===== config.mk =====
export PLATFORM = sky130hd
export DESIGN_NAME = uart_boot_loader
export DESIGN_NICKNAME = d
export VERILOG_FILES = /design/src/rtl/uart_boot_loader.sv
export SDC_FILE = /design/constraint.sdc
export NUM_CORES = 1
export LEC_CHECK = 0
export BUFFER_PORTS_ARGS = -buffer_cell sky130_fd_sc_hd__buf_2
export CAP_MARGIN = 5
export CORE_ASPECT_RATIO = 0.9
export CORE_MARGIN = 4
export CORE_UTILIZATION = 50
export CTS_CLUSTER_SIZE = 12
export DETAILED_ROUTE_END_ITERATION = 6
export GPL_TIMING_DRIVEN = 0
export HOLD_SLACK_MARGIN = 0.12
export PLACE_DENSITY = 0.81
export SYNTH_ARGS = -nofsm -noshare
export SYNTH_HDL_FRONTEND = slang
export SYNTH_SLANG_ARGS = --single-unit
export TNS_END_PERCENT = 10

===== constraint.sdc =====
create_clock -name clk -period 2.9 [get_ports clk]
set_input_delay 0.58 -clock clk [delete_from_list [all_inputs] [get_ports clk]]
set_output_delay 0.58 -clock clk [all_outputs]
set_load 0.1 [all_outputs]

===== src/rtl/uart_boot_loader.sv =====
// UART boot loader: receives a framed image over rx and writes it word by word.
// Optional checksum byte checking is enabled with `define BOOT_CKSUM_EN.
module uart_boot_loader #(
  parameter int BAUD_DIV  = 434,
  parameter int MAX_WORDS = 8192
) (
  input  logic        clk,
  input  logic        rst_n,
  input  logic        rx,
  output logic        boot_we,
  output logic [14:0] boot_waddr,
  output logic [31:0] boot_wdata,
  output logic        boot_en,
  output logic        boot_done,
  output logic        boot_err
);

  localparam int HALF = BAUD_DIV / 2;
  localparam int CW   = $clog2(BAUD_DIV);

  typedef enum logic [1:0] {
    RX_IDLE, RX_START, RX_DATA, RX_STOP
  } rx_st_t;

  typedef enum logic [2:0] {
    IDLE, LEN0, LEN1, WORD,
`ifdef BOOT_CKSUM_EN
    CHK,
`endif
    DONE
  } st_t;

  logic [1:0]    sync_q;
  logic          prev_q;
  logic          rx_s;
  logic          fall;
  rx_st_t        rx_q, rx_d;
  logic [CW-1:0] cnt_q, cnt_d;
  logic [2:0]    bit_q, bit_d;
  logic [7:0]    sh_q, sh_d;
  logic          rx_vld;
  logic          rx_ferr;

  st_t           st_q, st_d;
  logic [15:0]   len_q, len_d;
  logic [15:0]   n_w;
  logic [1:0]    idx_q, idx_d;
  logic [15:0]   widx_q, widx_d;
  logic [23:0]   asm_q, asm_d;
  logic [31:0]   wdata_q, wdata_d;
  logic [14:0]   waddr_q, waddr_d;
  logic          we_q, we_d;
  logic          err_q, err_d;
`ifdef BOOT_CKSUM_EN
  logic [7:0]    ck_q, ck_d;
`else
  logic          fin_q, fin_d;
`endif

  assign rx_s = sync_q[1];
  assign fall = prev_q & ~rx_s;
  assign n_w  = {sh_q, len_q[7:0]};

  // Two-flop synchronizer plus edge-detect history for rx.
  always_ff @(posedge clk) begin
    if (!rst_n) begin
      sync_q <= 2'b11;
      prev_q <= 1'b1;
    end else begin
      sync_q <= {sync_q[0], rx};
      prev_q <= rx_s;
    end
  end

  // Byte receiver state register.
  always_ff @(posedge clk) begin
    if (!rst_n) begin
      rx_q  <= RX_IDLE;
      cnt_q <= '0;
      bit_q <= '0;
      sh_q  <= '0;
    end else begin
      rx_q  <= rx_d;
      cnt_q <= cnt_d;
      bit_q <= bit_d;
      sh_q  <= sh_d;
    end
  end

  // Byte receiver: mid-bit sampling, byte strobe at stop sample.
  always_comb begin
    rx_d    = rx_q;
    cnt_d   = cnt_q + 1'b1;
    bit_d   = bit_q;
    sh_d    = sh_q;
    rx_vld  = 1'b0;
    rx_ferr = 1'b0;
    unique case (rx_q)
      RX_IDLE: begin
        cnt_d = '0;
        if (fall) rx_d = RX_START;
      end
      RX_START: begin
        if (cnt_q == CW'(HALF - 1)) begin
          cnt_d = '0;
          bit_d = '0;
          rx_d  = rx_s ? RX_IDLE : RX_DATA;
        end
      end
      RX_DATA: begin
        if (cnt_q == CW'(BAUD_DIV - 1)) begin
          cnt_d = '0;
          sh_d  = {rx_s, sh_q[7:1]};
          bit_d = bit_q + 1'b1;
          if (bit_q == 3'd7) rx_d = RX_STOP;
        end
      end
      RX_STOP: begin
        if (cnt_q == CW'(BAUD_DIV - 1)) begin
          cnt_d   = '0;
          rx_d    = RX_IDLE;
          rx_vld  = rx_s;
          rx_ferr = ~rx_s;
        end
      end
      default: rx_d = RX_IDLE;
    endcase
  end

  // Frame FSM state and datapath registers.
  always_ff @(posedge clk) begin
    if (!rst_n) begin
      st_q    <= IDLE;
      len_q   <= '0;
      idx_q   <= '0;
      widx_q  <= '0;
      asm_q   <= '0;
      wdata_q <= '0;
      waddr_q <= '0;
      we_q    <= 1'b0;
      err_q   <= 1'b0;
`ifdef BOOT_CKSUM_EN
      ck_q    <= '0;
`else
      fin_q   <= 1'b0;
`endif
    end else begin
      st_q    <= st_d;
      len_q   <= len_d;
      idx_q   <= idx_d;
      widx_q  <= widx_d;
      asm_q   <= asm_d;
      wdata_q <= wdata_d;
      waddr_q <= waddr_d;
      we_q    <= we_d;
      err_q   <= err_d;
`ifdef BOOT_CKSUM_EN
      ck_q    <= ck_d;
`else
      fin_q   <= fin_d;
`endif
    end
  end

  // Frame FSM: parses sync, count, words and checksum.
  always_comb begin
    st_d    = st_q;
    len_d   = len_q;
    idx_d   = idx_q;
    widx_d  = widx_q;
    asm_d   = asm_q;
    wdata_d = wdata_q;
    waddr_d = waddr_q;
    we_d    = 1'b0;
    err_d   = err_q;
`ifdef BOOT_CKSUM_EN
    ck_d    = ck_q;
`else
    fin_d   = fin_q;
    if (st_q == WORD && fin_q) st_d = DONE;
`endif
    if (rx_ferr && st_q != DONE) begin
      err_d = 1'b1;
      st_d  = IDLE;
    end else if (rx_vld) begin
      unique case (st_q)
        IDLE: begin
          if (sh_q == 8'hA5) begin
            st_d  = LEN0;
            err_d = 1'b0;
`ifdef BOOT_CKSUM_EN
            ck_d  = '0;
`endif
          end
        end
        LEN0: begin
          len_d[7:0] = sh_q;
          st_d       = LEN1;
        end
        LEN1: begin
          len_d  = n_w;
          idx_d  = '0;
          widx_d = '0;
`ifndef BOOT_CKSUM_EN
          fin_d  = 1'b0;
`endif
          if (32'(n_w) > MAX_WORDS) begin
            err_d = 1'b1;
            st_d  = IDLE;
          end else if (n_w == 16'd0) begin
`ifdef BOOT_CKSUM_EN
            st_d = CHK;
`else
            st_d = DONE;
`endif
          end else begin
            st_d = WORD;
          end
        end
        WORD: begin
          idx_d = idx_q + 1'b1;
`ifdef BOOT_CKSUM_EN
          ck_d  = ck_q ^ sh_q;
`endif
          if (idx_q == 2'd3) begin
            we_d    = 1'b1;
            wdata_d = {sh_q, asm_q};
            waddr_d = {widx_q[12:0], 2'b00};
            widx_d  = widx_q + 1'b1;
            if (widx_q == len_q - 1'b1) begin
`ifdef BOOT_CKSUM_EN
              st_d = CHK;
`else
              fin_d = 1'b1;
`endif
            end
          end else begin
            asm_d[{idx_q, 3'b000} +: 8] = sh_q;
          end
        end
`ifdef BOOT_CKSUM_EN
        CHK: begin
          if (sh_q == ck_q) begin
            st_d = DONE;
          end else begin
            err_d = 1'b1;
            st_d  = IDLE;
          end
        end
`endif
        DONE: st_d = DONE;
        default: st_d = IDLE;
      endcase
    end
  end

  assign boot_we    = we_q;
  assign boot_waddr = waddr_q;
  assign boot_wdata = wdata_q;
  assign boot_en    = (st_q != DONE);
  assign boot_done  = (st_q == DONE);
  assign boot_err   = err_q;

endmodule


# --- Word-level counts from Yosys, hierarchy flattened ---
# Cells that the tools add are included.
word_totals:
  regBits: 134
  in_bits: 3
  out_inout_bits: 51
  elab_cells: 115
op_classes:
  n_shift: 2
  n_lt_le_gt_ge: 1
  n_addsub: 6
  reduce_logical: 23
  bitwise: 7
  eq_ne: 23
  n_mux: 36
op_table:
  columns: ["cell", "count"]
  rows:
  - ["$pmux W16 S2", 1]
  - ["$pmux W9 S3", 1]
  - ["$bwmux W24", 1]
  - ["$shift A8 B7 Y24 const A", 1]
  - ["$shiftx A8 B7 Y24", 1]
  - ["$mux W3", 7]
  - ["$mux W9", 2]
  - ["$add A16 B1 Y16 const B", 1]
  - ["$eq A16 B16 Y1", 1]
  - ["$gt A16 B14 Y1 const B", 1]
  - ["$logic_not A16 Y1", 1]
  - ["$mux W16", 1]
  - ["$reduce_and A4 Y1", 4]
  - ["$sub A16 B1 Y16 const B", 1]
  - ["$pmux W3 S5", 1]
  - ["$mux W2", 6]
  - ["$reduce_and A3 Y1", 4]
  - ["$mux W1", 11]
  - ["$ne A2 B2 Y1 const B", 5]
  - ["$reduce_and A5 Y1", 2]
  - ["$add A9 B1 Y9 const B", 1]
  - ["$eq A9 B8 Y1 const B", 1]
  - ["$eq A9 B9 Y1 const B", 1]
  - ["$ne A3 B3 Y1 const B", 3]
  - ["24 further kinds", 39]

# --- Longest topological paths before layout ---
depth:
  depth_word: 6
  mapped_depth: 11
  depth_no_buf: 9

# --- Worst setup path before layout ---
# OpenSTA, ideal clock, no wires.
synth_timing:
  kind: "reg2out"
  from: "register st_q[0]"
  to: "output port boot_done"
  arrival_time_ns: 2.073
  stages_incl_launch_ff: 5
  slack_ns: 0.247
  cell_sequence: "dfxtp_1 clkbuf_1 nor2_1 nand2_1 inv_1"
synth_between:
  elab_chain_cells: 1
synth_rtl:
  columns: ["item", "line_no", "source"]
  rows:
  - ["start, declared", "44", "st_t st_q, st_d;"]
  - ["start signal, assigned", "148", "st_q <= st_d;"]
  - ["$eq A3 B3 Y1", "261", "assign boot_done = (st_q == DONE);"]
  - ["end, declared", "14", "output logic boot_done,"]
# No other way between the ends.

# --- Worst setup path in the final report ---
layout_timing:
  from: "register len_q[0]"
  to: "register fin_q"
layout_between:
  elab_chain_cells: 4
layout_rtl:
  columns: ["item", "line_no", "source"]
  rows:
  - ["start, declared", "45", "logic [15:0] len_q, len_d;"]
  - ["start signal, assigned", "149", "len_q <= len_d;"]
  - ["$sub A16 B1 Y16", "230", "if (widx_q == len_q - 1'b1) begin"]
  - ["$eq A16 B16 Y1", "230", null]
  - ["$ne A2 B1 Y1 (no line)", null, null]
  - ["$reduce_and A5 Y1 (no line)", null, null]
  - ["end signal, assigned", "160", "fin_q <= fin_d;"]
  - ["end, declared", "57", "logic fin_q, fin_d;"]
# No other way between the ends.
# A chain may end at the register's enable or synchronous reset.

==> flow_summary.yaml <==
placed_design:
  gp_congestion: 0.9070
  port_buffers: 50
  hpwl_mm: 10.68
  pre_cts_slack_ps: 118.1
critical_path:
  path_class: "register to register"
  path_cells: "clkbuf_4 > inv_1 > ha_1 > buf_2 > or3_1 > nor3_1 > a311oi_1 > o31ai_1 > o31ai_1 > or4_4 > a21oi_2"
  required_ps: 3250
  cp.arrival_ps: 3070
  cp-end-kind: "register"
  crit_start: "len_q[0]$_SDFFE_PN0P_"
  slowest_stage: "or4_4"
  cpLargestDelayFamily: "simple AND/OR/NAND/NOR gates"
  worstSetupStartpointType: "register"
  critical_path.most_common_cell: "o31ai_1"
  critPathMaxStageDelay_ps: 550
  r2r_cells: 11
  critPathBufInv: 3
  cp_max_fo: 10
  r2r_slack_ps: 180
  r2r-start: "len_q[0]$_SDFFE_PN0P_"
  reg2reg_to: "fin_q$_SDFFE_PN0P_"
min_path:
  hp-class: "input port to register"
  min_path_cells: 2
  holdPathEnd: "sync_q[0]$_SDFF_PN1_"
  hp-start: "rx"
die:
  dieArea_sq_um: 14500
  core-area_sq_um: 12220
  die_w_microns: 126.5
  rows: 38
  ios: 54
  die_h_microns: 114.6
  initial_core_util: 0.5170
timing:
  slew_headroom: 0.3531
  tns_ps: 0
  hold_viol_final: 0
  setup_violations: 0
  min_period_ps: 2719
  fmax_mhz: 367.7
  rsz0062_at_grt: "no"
  setup_slack_ps: 180.6
  fin_worst_skew_ps: 9.330
  slew_viol_final: 0
  worst_slew_pin_slew_ps: 968.3
  period_share: 0.9377
global_routing:
  grt_util_all_layers: 0.2175
  grt_antenna_before_repair: 0
  grt_overflow: 0
  grt_pass1_vias: 5135
  grt_pass1_wl_mm: 25.51
  grt_max_degree: 17
clocking:
  cts_made_buffers: 17
  htree_levels: 4
  clk_latency_ps: 420
  clock_path_buffers: 2
  cts_tree: "done"
  post_cts_buffers: 0
  cts_num_sinks: 134
  clk_pin_slew_ps: 60
  clockRootBuffer: "clkbuf_16"
finish:
  regArea_sq_um: 2683
  multi_input_area_sq_um: 3361
  fill_cells: 1070
  final_nets: 857
  area.growth.synth_to_final_pct: 15.94
  diodes: 0
  layout-drive-gt1-share: 0.1358
detailed_routing:
  routedWlPerCell_microns: 15.30
  viasPerCell: 5.386
  drtAntennaViolNets: 0
  firstDrtPassIters: 5
  dr_wl_met3_microns: 916
  routed_wl_mm: 15.51
  dr_total_vias: 5461
  wl_met1_mm: 7.068
  top_layer_used: "met4"
  drc: 0
  wl_met2_mm: 7.306
  drt_iter0_drc: 397
synthesis:
  synth_top_area_cell: "dfxtp_1"
  synth_area_sq_um: 6317
  avgSynthCellArea_sq_um: 8.194
  synth.top_cell.area_share: 0.4246
  syn-instance-count: 771
  synth_seq_area_share: 0.4246
  synth.distinct_cells: 53
  synth_area_leaders: "dfxtp_1 (42%), nand2_1 (11%), a21boi_0 (6.7%), mux2i_1 (3.3%), xnor2_1 (3.2%)"
  ys_ff_latch: 134
  yosysWarnings: 0
flow_run:
  max-cap-violations: 0
power_and_ir_drop:
  p_per_area_nw_per_um2: 534.3
  power_w: 0.003914
  p_leak_nw: 2.736
  ir_worst_vdd_mv: 0.4199
outcome:
  status: "complete, no violations"
[flip-flops by register name (all words and copies together), names as in the netlist, 2 cells and up, named ones only]
signal      flops
asm_q          24
bit_q           3
boot_waddr     13
boot_wdata     32
cnt_q           9
idx_q           2
len_q          16
sh_q            8
st_q            3
sync_q          2
widx_q         16
[cells in the final DEF, fill, tap and decap left out, types with 3 or more instances in the layout]
master      count
ha_1           13
nand2b_1        4
nand3b_1        3
a21oi_1        11
buf_4           4
nand3_1        16
inv_1          17
mux2i_1        21
nand4b_1        3
xnor2_1        23
a22oi_1         3
nor2b_1        23
xor2_1         19
or3_1           5
clkinvlp_4      3
a31oi_1         9
nor2_1         41
inv_6           4
clkbuf_16      17
buf_2          64
dfxtp_1       134
nor4_1          6
nand4_1        11
o21ai_0        31
or4_4           3
o21ai_1         4
clkbuf_1       30
nor2_2          4
clkinv_4        3
nor3b_1         5
o31ai_1         3
a21boi_0       56
nor3_1         10
and2_1         26
and3_1          8
nand2_1       186
[kinds of logic after synthesis]
group | Yosys count | share of synthesized area
compound gates | 125 | 0.1295
xor+xnor | 42 | 0.05823
fa+ha+maj | 13 | 0.02575
buf+inv | 65 | 0.04397
flops | 134 | 0.4246
mux | 21 | 0.03327
other cells | 1 | 0.0005936
simple gates | 370 | 0.2840
[synth_stat cells (all sizes together)]
cell,count
a32oi,1
o31ai,3
ha,13
and3,8
or2,4
dfxtp,134
a31oi,9
or4,5
or3,5
a21boi,56
o2111ai,1
xnor2,23
nor4,6
nor3b,5
nor2,45
nand2b,4
o211ai,1
a211oi,1
mux2i,21
a2111oi,1
and4,1
nand3b,3
nand4b,3
nand4bb,1
clkbuf,29
nor4bb,1
a22oi,3
a21oi,12
xor2,19
buf,19
a311oi,1
nor4b,1
nand4,12
conb,1
inv,17
nor3,13
o21a,1
nand3,16
and2,26
nand2,187
o21ai,35
nor2b,24
[power by group]
group          internal [W]  switching [W]
logic             0.0000228      0.0000471
clock network       0.00115       0.000850
registers           0.00184     0.00000214
[through the flow]
stage / std cells / utilization / instance area [sq um] / hold slack, ps
final: 1014 / 0.5994 / 7325 / 335.4
after CTS: 1014 / 0.5992 / 7322 / 333.2
after detailed placement: 982 / 0.5542 / 6771 / 396.9
after global routing: 1014 / 0.5994 / 7325 / 342.3
after floorplan: 772 / - / 6321 / 386.3
after global placement: 982 / 0.5542 / 6771 / 387.9
[timing repair]
action,4_1_cts,5_1_grt
endpoints found under the hold margin,0,0
resized for setup,0,1
hold buffers,0,0
setup endpoints to repair,0,1
[worst max path at each step]
| stage | endpoint | slack, ps | depth (start not counted) |
|---|---|---|---|
| 3_3_place_gp | fin_q$_SDFFE_PN0P_ | 180 | 11 |
| 3_5_place_dp | fin_q$_SDFFE_PN0P_ | 120 | 11 |
| 2_1_floorplan | boot_done | 250 | 4 |
| 4_1_cts | fin_q$_SDFFE_PN0P_ | 110 | 11 |
| 6_report | fin_q$_SDFFE_PN0P_ | 180 | 11 |
| 5_1_grt | fin_q$_SDFFE_PN0P_ | 6 | 10 |
[routing by layer]
layer | up-vias | GRT usage
met5 | - | 0
met4 | 0 | 0.07505
met3 | 20 | 0.04291
met2 | 176 | 0.3583
met1 | 2550 | 0.2863
li1 | 2715 | -
[worst reg2reg max path: stages (launching register included)]
cell and delay, ps:
dfxtp_1 310, clkbuf_4 180, inv_1 80, ha_1 200, buf_2 190, or3_1 380
nor3_1 160, a311oi_1 80, o31ai_1 260, o31ai_1 130, or4_4 560, a21oi_2 130
[cell type report]
type	count	share of cell area
multi-input combinational	573	0.4588
clock inverter	12	0.01281
buffer	48	0.02955
timing repair buffer	50	0.03416
inverter	17	0.008712
tap	160	0.02733
clock buffer	20	0.06235
sequential	134	0.3662
No activity file was read; power rests on OpenSTA's default activity.
